===== config.mk =====
export PLATFORM = sky130hd
export DESIGN_NAME = rsa_seq_ctrl
export DESIGN_NICKNAME = d
export VERILOG_FILES = /design/src/rtl/rsa_pkg.sv /design/src/rtl/rsa_watchdog.sv /design/src/rtl/rsa_seq_ctrl.sv
export SDC_FILE = /design/constraint.sdc
export NUM_CORES = 1
export LEC_CHECK = 0
export ABC_AREA = 1
export ABC_CLOCK_PERIOD_IN_PS = 1290
export CELL_PAD_IN_SITES_DETAIL_PLACEMENT = 2
export CELL_PAD_IN_SITES_GLOBAL_PLACEMENT = 2
export CORE_ASPECT_RATIO = 1.25
export CORE_MARGIN = 2
export CORE_UTILIZATION = 24
export DETAILED_ROUTE_END_ITERATION = 12
export PLACE_DENSITY_LB_ADDON = 0.1
export SYNTH_ARGS = -nofsm -noshare
export SYNTH_HDL_FRONTEND = slang
export SYNTH_SLANG_ARGS = --single-unit

===== constraint.sdc =====
create_clock -name clk -period 1.29 [get_ports clk]
set_input_delay 0.1935 -clock clk [delete_from_list [all_inputs] [get_ports clk]]
set_output_delay 0.1935 -clock clk [all_outputs]
set_load 0.01 [all_outputs]

===== src/rtl/rsa_pkg.sv =====
// Shared types and bit positions for the RSA sequencer.
// Combinational definitions only; no timing or flow control involved.
package rsa_pkg;

  typedef enum logic [1:0] {
    IDLE  = 2'd0,
    LOAD  = 2'd1,
    CLEAR = 2'd2,
    RUN   = 2'd3
  } state_t;

  localparam int ST_DONE  = 0;
  localparam int ST_BUSY  = 1;
  localparam int ST_TMO   = 2;
  localparam int ST_OPERR = 3;
  localparam int ST_OVR   = 4;

  localparam int ACT_START = 0;
  localparam int ACT_ABORT = 1;

endpackage


===== src/rtl/rsa_watchdog.sv =====
// Run-time watchdog: counts enabled cycles after a clear; expire is combinational on the last allowed cycle.
// No backpressure: the counter simply holds while en is low.
module rsa_watchdog #(
  parameter int TMO_W      = 16,
  parameter int TMO_CYCLES = 4000
) (
  input  logic clk,
  input  logic rst_n,
  input  logic clr,
  input  logic en,
  output logic expire
);

  localparam logic [TMO_W-1:0] LAST = TMO_W'(TMO_CYCLES - 1);

  logic [TMO_W-1:0] cnt;

  always_ff @(posedge clk or negedge rst_n) begin
    if (!rst_n) begin
      cnt <= '0;
    end else if (clr) begin
      cnt <= '0;
    end else if (en) begin
      cnt <= cnt + TMO_W'(1);
    end
  end

  assign expire = en && (cnt == LAST);

endmodule


===== src/rtl/rsa_seq_ctrl.sv =====
// Start/abort sequencer for the modexp engine: start -> enable in 3 cycles, eoc -> result_vld/done 1 cycle later.
// No backpressure: starts while busy are dropped and flagged as overrun.
module rsa_seq_ctrl
  import rsa_pkg::*;
#(
  parameter int WIDTH      = 8,
  parameter int TMO_W      = 16,
  parameter int TMO_CYCLES = 4000
) (
  input  logic             clk,
  input  logic             rst_n,
  input  logic             start_i,
  input  logic             abort_i,
  input  logic             status_clr_i,
  input  logic [WIDTH-1:0] p_i,
  input  logic [WIDTH-1:0] e_i,
  input  logic [WIDTH-1:0] m_i,
  input  logic [WIDTH-1:0] const_i,
  output logic [WIDTH-1:0] rsa_p_o,
  output logic [WIDTH-1:0] rsa_e_o,
  output logic [WIDTH-1:0] rsa_m_o,
  output logic [WIDTH-1:0] rsa_const_o,
  output logic             rsa_en_o,
  output logic             rsa_rstb_o,
  input  logic             rsa_eoc_i,
  input  logic [WIDTH-1:0] rsa_c_i,
  output logic [WIDTH-1:0] result_o,
  output logic             result_vld_o,
  output logic [7:0]       status_o,
  output logic             irq_o
);

  state_t state, state_nxt;
  logic   done, tmo, operr, ovr;
  logic   set_done, set_tmo, set_operr, set_ovr, clr_run;
  logic   expire;

  rsa_watchdog #(
    .TMO_W      (TMO_W),
    .TMO_CYCLES (TMO_CYCLES)
  ) u_wdog (
    .clk    (clk),
    .rst_n  (rst_n),
    .clr    (state == CLEAR),
    .en     (state == RUN),
    .expire (expire)
  );

  always_comb begin
    state_nxt = state;
    set_done  = 1'b0;
    set_tmo   = 1'b0;
    set_operr = 1'b0;
    clr_run   = 1'b0;
    set_ovr   = start_i && (state != IDLE);
    case (state)
      IDLE: begin
        if (start_i && !abort_i) begin
          if (p_i != '0) begin
            clr_run   = 1'b1;
            state_nxt = LOAD;
          end else begin
            set_operr = 1'b1;
          end
        end
      end
      LOAD:  state_nxt = abort_i ? IDLE : CLEAR;
      CLEAR: state_nxt = abort_i ? IDLE : RUN;
      RUN: begin
        // abort beats eoc, eoc beats the watchdog
        if (abort_i) begin
          state_nxt = IDLE;
        end else if (rsa_eoc_i) begin
          set_done  = 1'b1;
          state_nxt = IDLE;
        end else if (expire) begin
          set_tmo   = 1'b1;
          state_nxt = IDLE;
        end
      end
      default: state_nxt = IDLE;
    endcase
  end

  always_ff @(posedge clk or negedge rst_n) begin
    if (!rst_n) begin
      state        <= IDLE;
      rsa_en_o     <= 1'b0;
      rsa_rstb_o   <= 1'b0;
      rsa_p_o      <= '0;
      rsa_e_o      <= '0;
      rsa_m_o      <= '0;
      rsa_const_o  <= '0;
      result_o     <= '0;
      result_vld_o <= 1'b0;
      done         <= 1'b0;
      tmo          <= 1'b0;
      operr        <= 1'b0;
      ovr          <= 1'b0;
    end else begin
      state        <= state_nxt;
      // engine controls registered from next state so they never glitch
      rsa_en_o     <= (state_nxt == RUN);
      rsa_rstb_o   <= (state_nxt != CLEAR);
      result_vld_o <= set_done;
      if (set_done) begin
        result_o <= rsa_c_i;
      end
      if (state == LOAD) begin
        rsa_p_o     <= p_i;
        rsa_e_o     <= e_i;
        rsa_m_o     <= m_i;
        rsa_const_o <= const_i;
      end
      done  <= set_done  | (done  & ~clr_run & ~status_clr_i);
      tmo   <= set_tmo   | (tmo   & ~clr_run & ~status_clr_i);
      operr <= set_operr | (operr & ~clr_run & ~status_clr_i);
      ovr   <= set_ovr   | (ovr   & ~status_clr_i);
    end
  end

  always_comb begin
    status_o           = '0;
    status_o[ST_DONE]  = done;
    status_o[ST_BUSY]  = (state != IDLE);
    status_o[ST_TMO]   = tmo;
    status_o[ST_OPERR] = operr;
    status_o[ST_OVR]   = ovr;
  end

  assign irq_o = done | tmo | operr;

endmodule


After elaboration in Yosys (flattened, before gate mapping). Index checks and enable logic that the tools add are counted.

Add/subtract/negate cells: 1. Equality and inequality tests: 6. Multiplexer cells: 23. Bitwise operators: 15. Reduce and logical (&&, ||, !) cells: 8.

Operators by type and width (number): 2-to-1 mux 16 bit (2); adder 16 x 1 -> 16 bit, second input constant (1); equality test 16 x 12 -> 1 bit, second input constant (1); 2-to-1 mux 2 bit (7); 2-to-1 mux 1 bit (13); one-hot mux 2 bit (4 select lines) (1); nonzero test 8 bit (1); AND 1 bit (7); equality test 2 bit, second input constant (3); bitwise OR 1 bit (6); nonzero test 2 bit (2); logical AND 1 bit (3); equality test 2 x 1 -> 1 bit, second input constant (1); logical NOT 2 bit (1); != test 2 bit, second input constant (1); inverter 1 bit (2); logical NOT 1 bit (1).

Bits in registers: 65. Output and inout bits: 52.

Logic depth before layout (Yosys ltp). Gate-level depths: netlist (run 1).

Word-level depth: 8. Mapped depth: 10. Depth with buffers taken out: 9.

Modules after synthesis. A second synthesis (run 1) with hierarchy kept.

Cells, all modules: 357. Area, all modules: 2964.1 um^2.

Modules (own cells, without submodules): rsa_seq_ctrl (times used 1, cells an instance 227, area an instance 2013.2 um^2); rsa_watchdog (times used 1, cells an instance 130, area an instance 950.9 um^2).

Worst setup path after synthesis (run 1). No wires, ideal clock.

Kind: register to register. Start: register u_wdog.cnt[0]. End: register u_wdog.cnt[8]. Setup time: 0.077 ns. Arrival time: 1.246 ns. Data required time: 1.213 ns. Path slack: -0.033 ns. Cell stages (with the launch flop): 8. Path buffers: 0. Path through: dfrtp_1 > ha_1 > nand3_1 > nor2_4 > inv_1 > nor2_1 > nand3_1 > a21oi_1.

Word-level cells in the longest chain between the ends: 3.

RTL lines: from (decl) (line rsa_watchdog.sv:16) `logic [TMO_W-1:0] cnt;`; from (signal assigned) (line rsa_watchdog.sv:24) `cnt <= cnt + TMO_W'(1);`; adder 16 x 1 -> 16 bit (line rsa_watchdog.sv:24); 2-to-1 mux 16 bit (line rsa_watchdog.sv:23) `end else if (en) begin`; 2-to-1 mux 16 bit (line rsa_watchdog.sv:21) `end else if (clr) begin`.

No other way between the ends. The select of a mux whose other input is x is not followed. A chain may end at the register's enable or synchronous reset.

Worst setup path in the final report (run 1).
Start: register u_wdog.cnt[1]. End: register u_wdog.cnt[12].

The elaborated chain is that of the path after synthesis.

==> results of run 1 <==
registers in the layout, indices dropped and copies added (netlist names):
name          cells
u_wdog.cnt       16
result_o          8
rsa_const_o       8
rsa_e_o           8
rsa_m_o           8
rsa_p_o           8
state             2
done              1
operr             1
ovr               1
result_vld_o      1
rsa_en_o          1
rsa_rstb_o        1
tmo               1
Yosys cell counts (2+ instances only):
cell,n
nor3_1,3
mux2_1,4
nand3_1,14
buf_2,3
inv_1,31
buf_4,7
o21bai_1,2
nand4_1,7
o21ai_0,12
nor2_1,23
nor3_4,2
mux2_2,20
nand2_1,72
inv_2,2
nand2_2,2
a21oi_1,7
nor2_2,3
dfrtp_1,65
power breakdown:
part | leakage, nW | total (mW) | switching, mW | internal (mW)
clock | 0.142 | 2.46 | 0.918 | 1.54
combinational | 1.65 | 3.27 | 1.41 | 1.86
sequential | 0.819 | 3.10 | 0.375 | 2.72
what timing repair did:
item / in CTS / in global routing
resized for setup: 91 / 95
endpoints found under the setup margin: 107 / 61
gates cloned: 1 / 4
setup buffers: 5 / 9
hold endpoints to repair: 11 / 0
pin swaps: 21 / 17
hold buffers: 1 / 0
critical path, cell delays in order, from the launching register on:
cell     delay, ns
dfrtp_2       0.40
ha_4          0.16
nand3_4       0.11
nor2_4        0.24
buf_6         0.14
nand3_4       0.08
nand2_2       0.09
nand2_2       0.05
nor2_2        0.09
layout make-up:
cell class              instances  area share [%]
flip-flops and latches         65            31.3
repair buffers                156            29.9
multi-input cells             184            26.5
clock buffers                  11            4.66
well taps                     161            3.87
inverters                      34            2.79
clock inverters                 5            1.06
worst paths after layout:
path	to	slack, ns
setup / recovery	u_wdog.cnt[12]	-0.15
hold / removal	rsa_e_o[5]	0.31
setup reg to reg	u_wdog.cnt[12]	-0.15
hold reg to reg	result_o[4]	0.46
max in group asynchronous	state[1]	0.45
min in group clk	result_o[3]	0.41
routing by layer:
metal	vias up	wire, um	global-route usage (%)	share of wire, %
met5	-	0	0	0
met4	0	210	5.72	2.1
met3	17	392	3.66	3.9
met2	49	5640	28.6	56
met1	1317	3870	17.2	38
li1	1246	-	-	-
cell families after synthesis:
| kind of cell | share of synthesized area [%] |
|---|---|
| AO/OA/AOI/OAI | 4.80 |
| XOR/XNOR | 0.305 |
| adder cells (fa/ha/maj) | 0.436 |
| buffers and inverters | 7.33 |
| flip-flops | 56.7 |
| multiplexers | 9.42 |
| other | 0.131 |
| AND/OR/NAND/NOR | 20.9 |
==> flow_results.org, run 1 <==
** Run status
- The run finished, with violations left.
- The checks that failed: negative setup slack.

** Logic synthesis
- Yosys mapped a number of flops with a built-in enable equal to 0.
- Yosys top cell by area :: dfrtp_1
- By area the synthesized netlist is led by dfrtp_1 (57%), nand2_1 (9.4%), mux2_2 (7.9%), inv_1 (4.1%), nor2_1 (3.0%).
- Synthesis-stage register bit count :: 65
- In this run the cell area of the synthesized design comes to 0.00287 sq mm.
- Main synth FF type :: dfrtp_1
- After synthesis, the largest area contributor takes up 56.7% of total cell area.
- After synthesis, the share of flip-flops with an asynchronous set or reset is 100%.
- Post-synthesis sequential area ratio :: 56.7%
- Syn. warnings :: 0
- Synth cell types :: 32
- Number of cells produced by synthesis :: 293
- The average instance in the mapped netlist occupies 9.79 sq um.

** STA
- Final Hold Vio Count :: 0
- For the final routed database, the setup TNS stands at -1.84 ns.
- Setup repair after global routing could not meet its margin everywhere.
- Timing would allow up to approximately 0.70 GHz.
- The total count of max-transition violations in the final report is 0.
- Across all setup checks in the final design, the least slack found is -0.145 ns.
- Hold is met by 0.312 ns.
- Setup violations remaining at the end of the flow were counted as 37.
- Between clock sinks in the finished design, the worst skew comes to between 0.008 and 0.009 ns.
- Period utilisation layout :: 111%
- Subtracting the final worst setup slack from the clock period gives 1.44 ns.

** Route
- DR pass1 iterations :: 4
- After detailed routing, the number of remaining DRC violations is 0.
- For this block, the initial DRC count from the detailed router was 44.
- Final ANT Viol Nets :: 0
- After detailed routing, the number of vias per cell comes to between 4 and 5.
- Vias after detailed routing :: 2629
- After detailed routing, the average wire length per cell comes to 16.4 um.
- Post-detailed-routing wire length :: 10100 um

** Worst setup path
- Critical Path RT :: 1.55 ns
- STA classifies the critical path startpoint as a register.
- Crit. End Element :: register
- Data arrival time of the critical path :: ~1.7 ns
- Critical Path Source :: u_wdog.cnt[1]
- Largest fanout on the critical path :: 5
- The worst register-to-register path has a depth of 8.
- In this run the critical register-to-register path is launched from u_wdog.cnt[1].
- Kind of critical path :: register to register

** Finish
- The multi-input combinational cells in the finished layout cover a total of 0.00138 sq mm.
- Leaving out fill and tap cells, the most frequent cell in the layout is dfrtp_1.
- Register area :: 0.00163 sq mm
- Relative to the synthesized area, the layout overhead comes to 81.5%.
- ANT cells :: 0
- Fraction of layout cells with a size suffix above 1 :: a little over a third
- Excluding fillers, the count of instances in the completed layout stands at 616.
- Layout net count :: slightly below 500
- After filler insertion, the fill cell instance count of the layout stands at about 1200.
- Post-layout utilization of the core :: 44.8%
- Commonest cells after routing, fill and taps aside :: dfrtp_1 (63), nand2_1 (57), dlygate4sd2_1 (47)
- After routing the design area is roughly 0.0052 sq mm.

** Placement
- Summing all placed instances gives a cell area of about 0.0043 sq mm.
- At the end of routability-driven placement, the weighted congestion stood at 0.736.
- Once detailed placement completed, the half-perimeter wirelength came to roughly 6800 um.
- The number of placed instances, taps included, is 582.
- Before CTS, the worst setup slack after placement is -0.222 ns.
- During placement, the flow inserted port buffers numbering 94.

** Clock network
- TritonCTS created 9 clock buffers.
- No sink is reached through more buffers than the 2 on the longest clock path.
- The H-tree was split into 3 levels.
- CTS clock-pin slew for the worst setup and hold paths :: 0.06 ns
- The tree is rooted in a clkbuf_16.
- CTS tree :: built
- The tree built by TritonCTS fans out to 65 sinks.
- The clock reaches the later pin of the worst-skew pair after 0.34 ns.

** Floorplan
- Site row count :: 44
- Count of boundary I/O pins :: slightly below 100
- In this run the vertical extent of the chip is 126 um.
- The core region is around 0.012 sq mm.
- Effective utilization at floorplan :: ~25%
- In this run the horizontal extent of the chip is 102 um.
- Die area :: 0.0128 sq mm

** Global routing
- Total overflow reported by the global router :: 0
- Number of global-route vias before repair :: 3073
- The first global-routing pass estimated 15600 um of wire.
- Entering global routing, the biggest net connects 36 pins.
- All-layer global routing usage :: 15.6%
- The number of antenna violations at the first check in global routing came to 0.

** Flow run
- Max-cap violations :: 0

** Min path
- Type of the most critical hold path :: input pin to async pin

** Pwr
- In this run the static leakage power is between 2 and 3 nW.
- Summing internal, switching and leakage power gives 8.83 mW.
- Ratio of total power to cell area :: approximately 1700 mW/mm^2
- VDD IR-drop max :: 0.000637 V
Power figures use the tool's default switching activity.
==> inputs of run 2 (changes only) <==
- CORE_UTILIZATION: 24 -> 25
- CTS_BUF_LIST: unset -> sky130_fd_sc_hd__clkbuf_4 sky130_fd_sc_hd__clkbuf_8
==> run 2 against run 1 <==
Net effect: the run still ends with negative setup slack left; via count shrank 3.2%; sequential power shrank 1%; global-route usage grew 0.55 points; highest routed layer unchanged; non-clock buffer count shrank 15.
==> flow_results.org, run 2 (same netlist as run 1, synthesis figures left out) <==
** Placement
- The half-perimeter wire length of the detailed placement result came to 6670 um (was 6750 um).
- The number of I/O port buffers came to 94 (unchanged).
- Cell count after placement :: 553 (was 582)
- Post-Place Setup Slack :: -0.221 ns (was -0.222 ns)
- The placer congestion estimate is 0.727 (was 0.736).

** Floorplan
- The die span in x came to 99.8 um (was 102 um).
- Die area :: 0.0123 sq mm (was 0.0128 sq mm)
- The top-level I/O count came to 98 (unchanged).
- Core area :: 0.0111 sq mm (was 0.0116 sq mm)
- The height of the die is 124 um (was 126 um).
- The effective utilization at floorplan is 25.7% (was 24.7%).
- The cell row count came to 43 (was 44).

** STA
- Final worst hold slack :: 0.388 ns (was 0.312 ns)
- Setup total negative slack :: -0.543 ns (was -1.84 ns)
- The final critical delay including setup and external delays was 1.39 ns (was 1.44 ns).
- The final hold violation count was 0 (unchanged).
- Setup repair after global routing missed its margin: true (unchanged).
- The final critical-path share of the clock period came to 107% (was 111%).
- The worst path setup slack after routing was -0.0952 ns (was -0.145 ns).
- Clock skew after layout :: 0.00553 ns (was 0.00857 ns)
- The timing-limited maximum frequency is 0.722 GHz (was 0.697 GHz).
- Pins over their slew limit :: 0 (unchanged)
- # setup viols final :: 13 (was 37)

** Finish
- Layout Area Growth over Synthesis :: 63.7% (was 81.5%)
- The fill cell instance count of the final layout came to 1210 (was 1220).
- The total number of nets in the final design was 482 (was 497).
- Register bank with the most flops :: u_wdog.cnt (unchanged)
- Multi-input gate area :: 0.00119 sq mm (was 0.00138 sq mm)
- The commonest non-fill, non-tap cell in the layout is nand2_1 (was dfrtp_1).
- Commonest cells after routing, fill and taps aside: nand2_1 (66), dfrtp_1 (65), dlygate4sd2_1 (45) (was dfrtp_1 (63), nand2_1 (57), dlygate4sd2_1 (47)).
- The final standard cell count with taps included and fillers excluded was 575 (was 616).
- Number of flip-flops in the largest register :: 16 (unchanged)
- The total inserted antenna cells is 0 (unchanged).
- The register cell area after layout was 0.00163 sq mm (about the same).
- Fraction of layout cells with a size suffix above 1 :: 28.6% (was 36.5%)

** Pwr
- Cell leakage power :: 2.28 nW (was 2.61 nW)
- Ratio of total power to cell area :: 1660 mW/mm^2 (was 1700 mW/mm^2)
- The peak supply drop was 0.000768 V (was 0.000637 V).

** Route
- DR vias/cell :: 4.42 (was 4.27)
- Post-detailed-routing wire length :: 9380 um (was 10100 um)
- # DRC :: 0 (unchanged)
- Final ANT Viol Nets :: 0 (unchanged)
- The number of optimization iterations in the first detailed-route pass came to 4 (unchanged).
- The post-detailed-route wirelength per cell came to 16.3 um (was 16.4 um).
- Iteration-0 DRC count of the detailed router :: 83 (was 44)
- The via count came to 2544 (was 2629).

** Worst setup path
- Max incr delay on CP :: 0.41 ns (was 0.40 ns)
- The type of the worst setup path is register to register (unchanged).
- CP Buf/Inv Count :: 3 (was 1)
- The required time of the critical path is 1.53 ns (was 1.55 ns).
- The endpoint class of the critical path is a register (unchanged).
- In this design, the critical path's most frequently occurring cell is nand2_2.
- Cell breakdown of the critical path: buf_6 -> nand3_4 -> nor3_4 -> buf_12 -> nand2_2 -> nand2_2 -> o21ai_1 -> nand2_1 -> inv_1 (was ha_4 -> nand3_4 -> nor2_4 -> buf_6 -> nand3_4 -> nand2_2 -> nand2_2 -> nor2_2).
- End point of the critical path :: u_wdog.cnt[11] (was u_wdog.cnt[12])
- Slowest cell on the critical path :: dfrtp_1 (was dfrtp_2)
- Worst flop-to-flop path startpoint :: state[1] (was u_wdog.cnt[1])
- The startpoint type of the worst setup path is a register (unchanged).
- The largest fanout on the critical path is 10 (was 5).
- End of the worst register-to-register path :: u_wdog.cnt[11] (was u_wdog.cnt[12])
- Critical Path Source :: state[1] (was u_wdog.cnt[1])
- Number of cells on the worst reg-to-reg path :: 9 (was 8)
- The total stage count of the critical path was 9 (was 8).
- The minimum setup slack among reg-to-reg paths was -0.1 ns (was -0.15 ns).
- Category of cells accounting for the largest share of critical-path delay :: simple AND/OR/NAND/NOR gates (unchanged)
- The data arrival time of the critical path is 1.63 ns (was 1.70 ns).

** Clock network
- Max H-tree Level :: 3 (unchanged)
- The root buffer cell was clkbuf_8 (was clkbuf_16).
- The number of clock buffers inserted by TritonCTS came to 9 (unchanged).
- The CTS sink count is 65 (unchanged).
- The CTS tree is built (unchanged).
- The clock transition time at the flip-flop clock pins of the worst setup and hold paths came to 0.07 ns (was 0.06 ns).
- Clock latency reported for the late side of the worst-skew pair :: 0.34 ns (about the same)
- Clock buffer depth :: 2 (unchanged)

** Run status
- Run status: complete, but fails checks (unchanged).
- Failing checks :: negative setup slack (unchanged)

** Min path
- The class of the most critical hold timing path is input pin to register (was input pin to async pin).

** Global routing
- Number of global-route vias before repair :: 2893 (was 3073)
- The residual overflow from global routing was 0 (unchanged).
- The wire length of the first global-routing pass came to 15200 um (was 15600 um).
- The maximum number of pins on one net before global-route repair was 66 (was 36).
- The number of antenna violations at the first check in global routing came to 0 (unchanged).
- The total routing usage reported by global routing was 16.2% (was 15.6%).

** Flow run
- Max-cap violations :: 0 (unchanged)
[run 2: changes by cell type in the layout (fill, tap and decap cells not counted), sizes merged]
| cell | delta |
|---|---|
| clkbuf | -3 |
| clkdlybuf4s15 | +2 |
| buf | -12 |
| dlygate4sd2 | -2 |
| clkinvlp | -1 |
| bufinv | +1 |
[run 2: how the worst min path moves through the flow]
stage          startpoint              to  depth (start not counted)
6_report       rsa_c_i[4]     result_o[4]                          3
3_5_place_dp        rst_n  u_wdog.cnt[13]                          2
5_1_grt        rsa_c_i[7]     result_o[7]                          3
4_1_cts        rsa_c_i[4]     result_o[4]                          3
2_1_floorplan       rst_n            done                          0
3_3_place_gp        rst_n  u_wdog.cnt[13]                          2
[run 2: per-layer routing]
metal  vias up  wire length (um)  track usage (%)
met5         -                 0                0
met4         0               136             5.57
met3         7               397             5.27
met2        46              5230             29.6
met1      1279              3610             17.6
li1       1212                 -                -
[run 2: worst register-to-register path: cells and delay by family, from the launching register on]
kind                   cells  cell delay (ns)
and+or+nand+nor            5             0.47
buffers and inverters      3             0.35
AOI/OAI and AO/OA          1             0.07
DFF                        1             0.41
[run 2: final cells by class]
class | instances | area share, %
timing repair buffer | 141 | 28.8
multi-input combinational | 184 | 25.3
inverter | 34 | 2.75
clock buffer | 11 | 3.23
clock inverter | 5 | 1.65
tap | 135 | 3.60
sequential | 65 | 34.7
[run 2: timing repair]
action,CTS,global route
buffers inserted,3,1
pin swaps,11,10
gates cloned,1,1
hold buffers,1,0
gates resized for setup,83,23
hold endpoints to repair,65,0
setup endpoints to repair,73,62
[run 2: power by group]
part | switching, mW | internal (mW)
logic | 1.27 | 1.45
registers | 0.347 | 2.71
clock network | 0.848 | 1.19
total | 2.46 | 5.35
[run 2: stage by stage]
stage	cell area [sq um]	util [%]	total power, mW
final	4690	42.1	7.81
after global routing	4690	42.1	8.32
after CTS	4570	41.1	7.86
after detailed placement	4270	38.3	6.14
after global placement	4270	38.3	6.05
after floorplan	2890	-	4.20
==> inputs of run 3 (changes only) <==
- CAP_MARGIN: unset -> 40
- CORE_MARGIN: 2 -> 1
==> run 3 against run 2 <==
Net effect: via count is 4.7% higher; worst setup slack got worse by 0.052 ns; largest power group is now combinational logic; sequential power about the same; register-to-register slack got worse by 0.05 ns; the run ends with design-rule violations, negative setup slack left; flip-flop and latch count stayed put; clock power hardly changed; fmax decreased by 3.6%; total power is 6.9% higher; utilization grew 4.1 points; die area fell by 3.6%; hold slack got worse by 0.0033 ns.
==> flow_results.org, run 3 (same netlist as run 1, synthesis figures left out) <==
** Run status
- Run status :: complete, but fails checks (unchanged)
- Failing checks :: design-rule violations, negative setup slack (was negative setup slack)

** Route
- The number of remaining DRC errors came to 2 (was 0).
- The number of nets with antenna violations after detailed routing came to 0 (unchanged).
- Iteration-0 DRC count of the detailed router :: 43 (was 83)
- The vias per cell is 4.44 (was 4.42).
- The total wire length is 10500 um (was 9380 um).
- Vias after detailed routing :: 2663 (was 2544)
- Routed length per instance :: 17.5 um (was 16.3 um)
- DR pass1 iterations :: 7 (was 4)

** Worst setup path
- The startpoint type of the worst setup path is a register (unchanged).
- The endpoint class of the critical path is a register (unchanged).
- The critical path buffer and inverter count is 4 (was 3).
- Critical Path RT :: 1.54 ns (was 1.53 ns)
- The kind of cell adding the most delay to the critical path is buffers and inverters (was simple AND/OR/NAND/NOR gates).
- Cell breakdown of the critical path :: buf_6 -> buf_4 -> inv_6 -> nand2_8 -> clkbuf_16 -> mux2_4 (was buf_6 -> nand3_4 -> nor3_4 -> buf_12 -> nand2_2 -> nand2_2 -> o21ai_1 -> nand2_1 -> inv_1)
- The largest incremental delay on the critical path was 0.42 ns (was 0.41 ns).
- Critical Path Source :: state[1] (unchanged)
- The launch point of the worst reg-to-reg path is state[1] (unchanged).
- Largest fanout on the critical path :: 5 (was 10)
- The type of the worst setup path was register to register (unchanged).
- The standard cell with the maximum stage delay on the critical path is dfrtp_2 (was dfrtp_1).
- The data arrival time of the critical path is 1.69 ns (was 1.63 ns).

** Finish
- The share of cells above drive strength 1 is 38.7% (was 28.6%).
- The register with the most flip-flops is u_wdog.cnt (unchanged).
- Filler Cells Inserted :: 1158 (was 1210)
- Commonest cells after routing, fill and taps aside: dfrtp_1 (63), nand2_1 (53), dlygate4sd2_1 (45) (was nand2_1 (66), dfrtp_1 (65), dlygate4sd2_1 (45)).
- ANT cells :: 0 (unchanged)
- The number of flip-flops under the largest register name is 16 (unchanged).
- Leading cell type in the layout, fill and taps excluded :: dfrtp_1 (was nand2_1)
- The end-of-flow core utilization came to 46.2% (was 42.1%).
- Layout net count :: 507 (was 482)
- Layout Area Growth over Synthesis :: 79.5% (was 63.7%)

** Flow run
- Max-cap violations :: 0 (unchanged)

** Pwr
- The leakage power figure is 2.56 nW (was 2.28 nW).
- The peak supply drop came to 0.000720 V (was 0.000768 V).
- Ratio of total power to cell area :: 1620 mW/mm^2 (was 1660 mW/mm^2)

** Floorplan
- The top-level I/O count was 98 (unchanged).
- Effective utilization at floorplan :: 25.7% (unchanged)
- The die span in x is 97.8 um (was 99.8 um).
- The die area is 0.0119 sq mm (was 0.0123 sq mm).
- Die Height :: 122 um (was 124 um)
- Core area :: 0.0111 sq mm (unchanged)
- Site row count :: 43 (unchanged)

** STA
- Setup repair after global routing missed its margin :: true (unchanged)
- Period utilisation layout :: 111% (was 107%)
- The final critical delay including setup and external delays came to 1.44 ns (was 1.39 ns).
- Final worst setup slack :: -0.147 ns (was -0.0952 ns)
- The final hold violation count is 0 (unchanged).
- # setup viols final :: 60 (was 13)
- The timing-limited maximum frequency is 0.696 GHz (was 0.722 GHz).
- Pins over their slew limit :: 0 (unchanged)
- Setup total negative slack :: -5.78 ns (was -0.543 ns)
- Final worst hold slack :: 0.385 ns (was 0.388 ns)
- Clock skew after layout :: 0.0113 ns (was 0.00553 ns)

** Global routing
- Initial antenna violation count :: 0 (unchanged)
- The total routing usage reported by global routing is 17.3% (was 16.2%).
- The residual overflow from global routing came to 0 (unchanged).
- The wire length of the first global-routing pass came to 15600 um (was 15200 um).
- Largest net degree at the start of global routing :: 66 (unchanged)
- The number of global-route vias before repair was 3070 (was 2893).

** Clock network
- CTS tree :: built (unchanged)
- Clock sinks :: 65 (unchanged)
- The clock transition time at the flip-flop clock pins of the worst setup and hold paths came to 0.08 ns (was 0.07 ns).
- Clock buffer depth :: 2 (unchanged)
- Max H-tree Level :: 3 (unchanged)
- The root buffer cell is clkbuf_8 (unchanged).
- Total CTS buffers :: 9 (unchanged)
- The worst-skew pair later-pin latency came to 0.36 ns (was 0.34 ns).

** Placement
- Placed wire-length estimate :: 6690 um (was 6670 um)
- Routability Congestion :: 0.695 (was 0.727)
- Number of I/O port buffers :: 94 (unchanged)

** Min path
- Hold path startpoint :: rsa_c_i[3] (was rsa_c_i[4])
- Type of the most critical hold path :: input pin to register (unchanged)
[run 3: cell count changes in the layout (fill, tap and decap cells not counted), moves of 5 or more]
cell,change
buf_6,+13
nand2_1,-13
mux2_4,+11
nand2_2,+9
buf_4,+7
mux2_2,-7
o21ai_0,-7
o21ai_1,+7
nand3_1,-5
[run 3: per-layer routing]
metal | global-route usage [%] | part of all wire (%)
met1 | 17.9 | 39
met4 | 9.09 | 2.1
met2 | 32.9 | 56
met3 | 3.44 | 3.0
met5 | 0 | 0
[run 3: through the flow]
stage	setup slack, ns	area, sq um	std cells	power (mW)
floorplan	0.00604	2890	295	4.20
global placement	-0.120	4280	556	6.04
detailed placement	-0.151	4280	556	6.15
CTS	-0.107	4770	587	7.93
global route	-0.239	5150	600	8.83
finish	-0.147	5150	600	8.35
[run 3: cell type report]
class	instances	area (sq um)	area share [%]
Tap cell	135	169	3.28
Clock inverter	5	78.8	1.53
Timing Repair inverter	1	7.51	0.146
Clock buffer	11	145	2.82
Multi-Input combinational cell	184	1340	26.1
Timing Repair Buffer	165	1640	31.8
Inverter	34	140	2.72
Sequential cell	65	1630	31.6
[run 3: timing repair]
action	4_1_cts	5_1_grt
hold buffers	1	0
pin swaps	10	29
endpoints found under the hold margin	65	0
setup buffers	13	9
endpoints found under the setup margin	101	62
gates resized for setup	98	80
cloned	1	5
[run 3: final timing paths]
path / end / slack [ns] / depth (start not counted)
min in group asynchronous: u_wdog.cnt[9] / 0.39 / 3
max: rsa_m_o[5] / -0.15 / 6
min reg2reg: result_o[1] / 0.49 / 2
max reg2reg: rsa_m_o[5] / -0.15 / 6
max in group asynchronous: state[1] / 0.57 / 3
min: result_o[3] / 0.38 / 3
[run 3: power by group]
group | switching (mW) | internal (mW) | total (mW)
Clock | 0.857 | 1.16 | 2.02
Sequential | 0.380 | 2.71 | 3.09
Combinational | 1.42 | 1.82 | 3.24
Total | 2.65 | 5.70 | 8.35
[run 3: worst register-to-register path: cells and delay by family (launching register included)]
kind          cells  cell delay, ns
buf+inv           4            0.55
simple gates      1            0.09
flops             1            0.42
mux               1            0.29
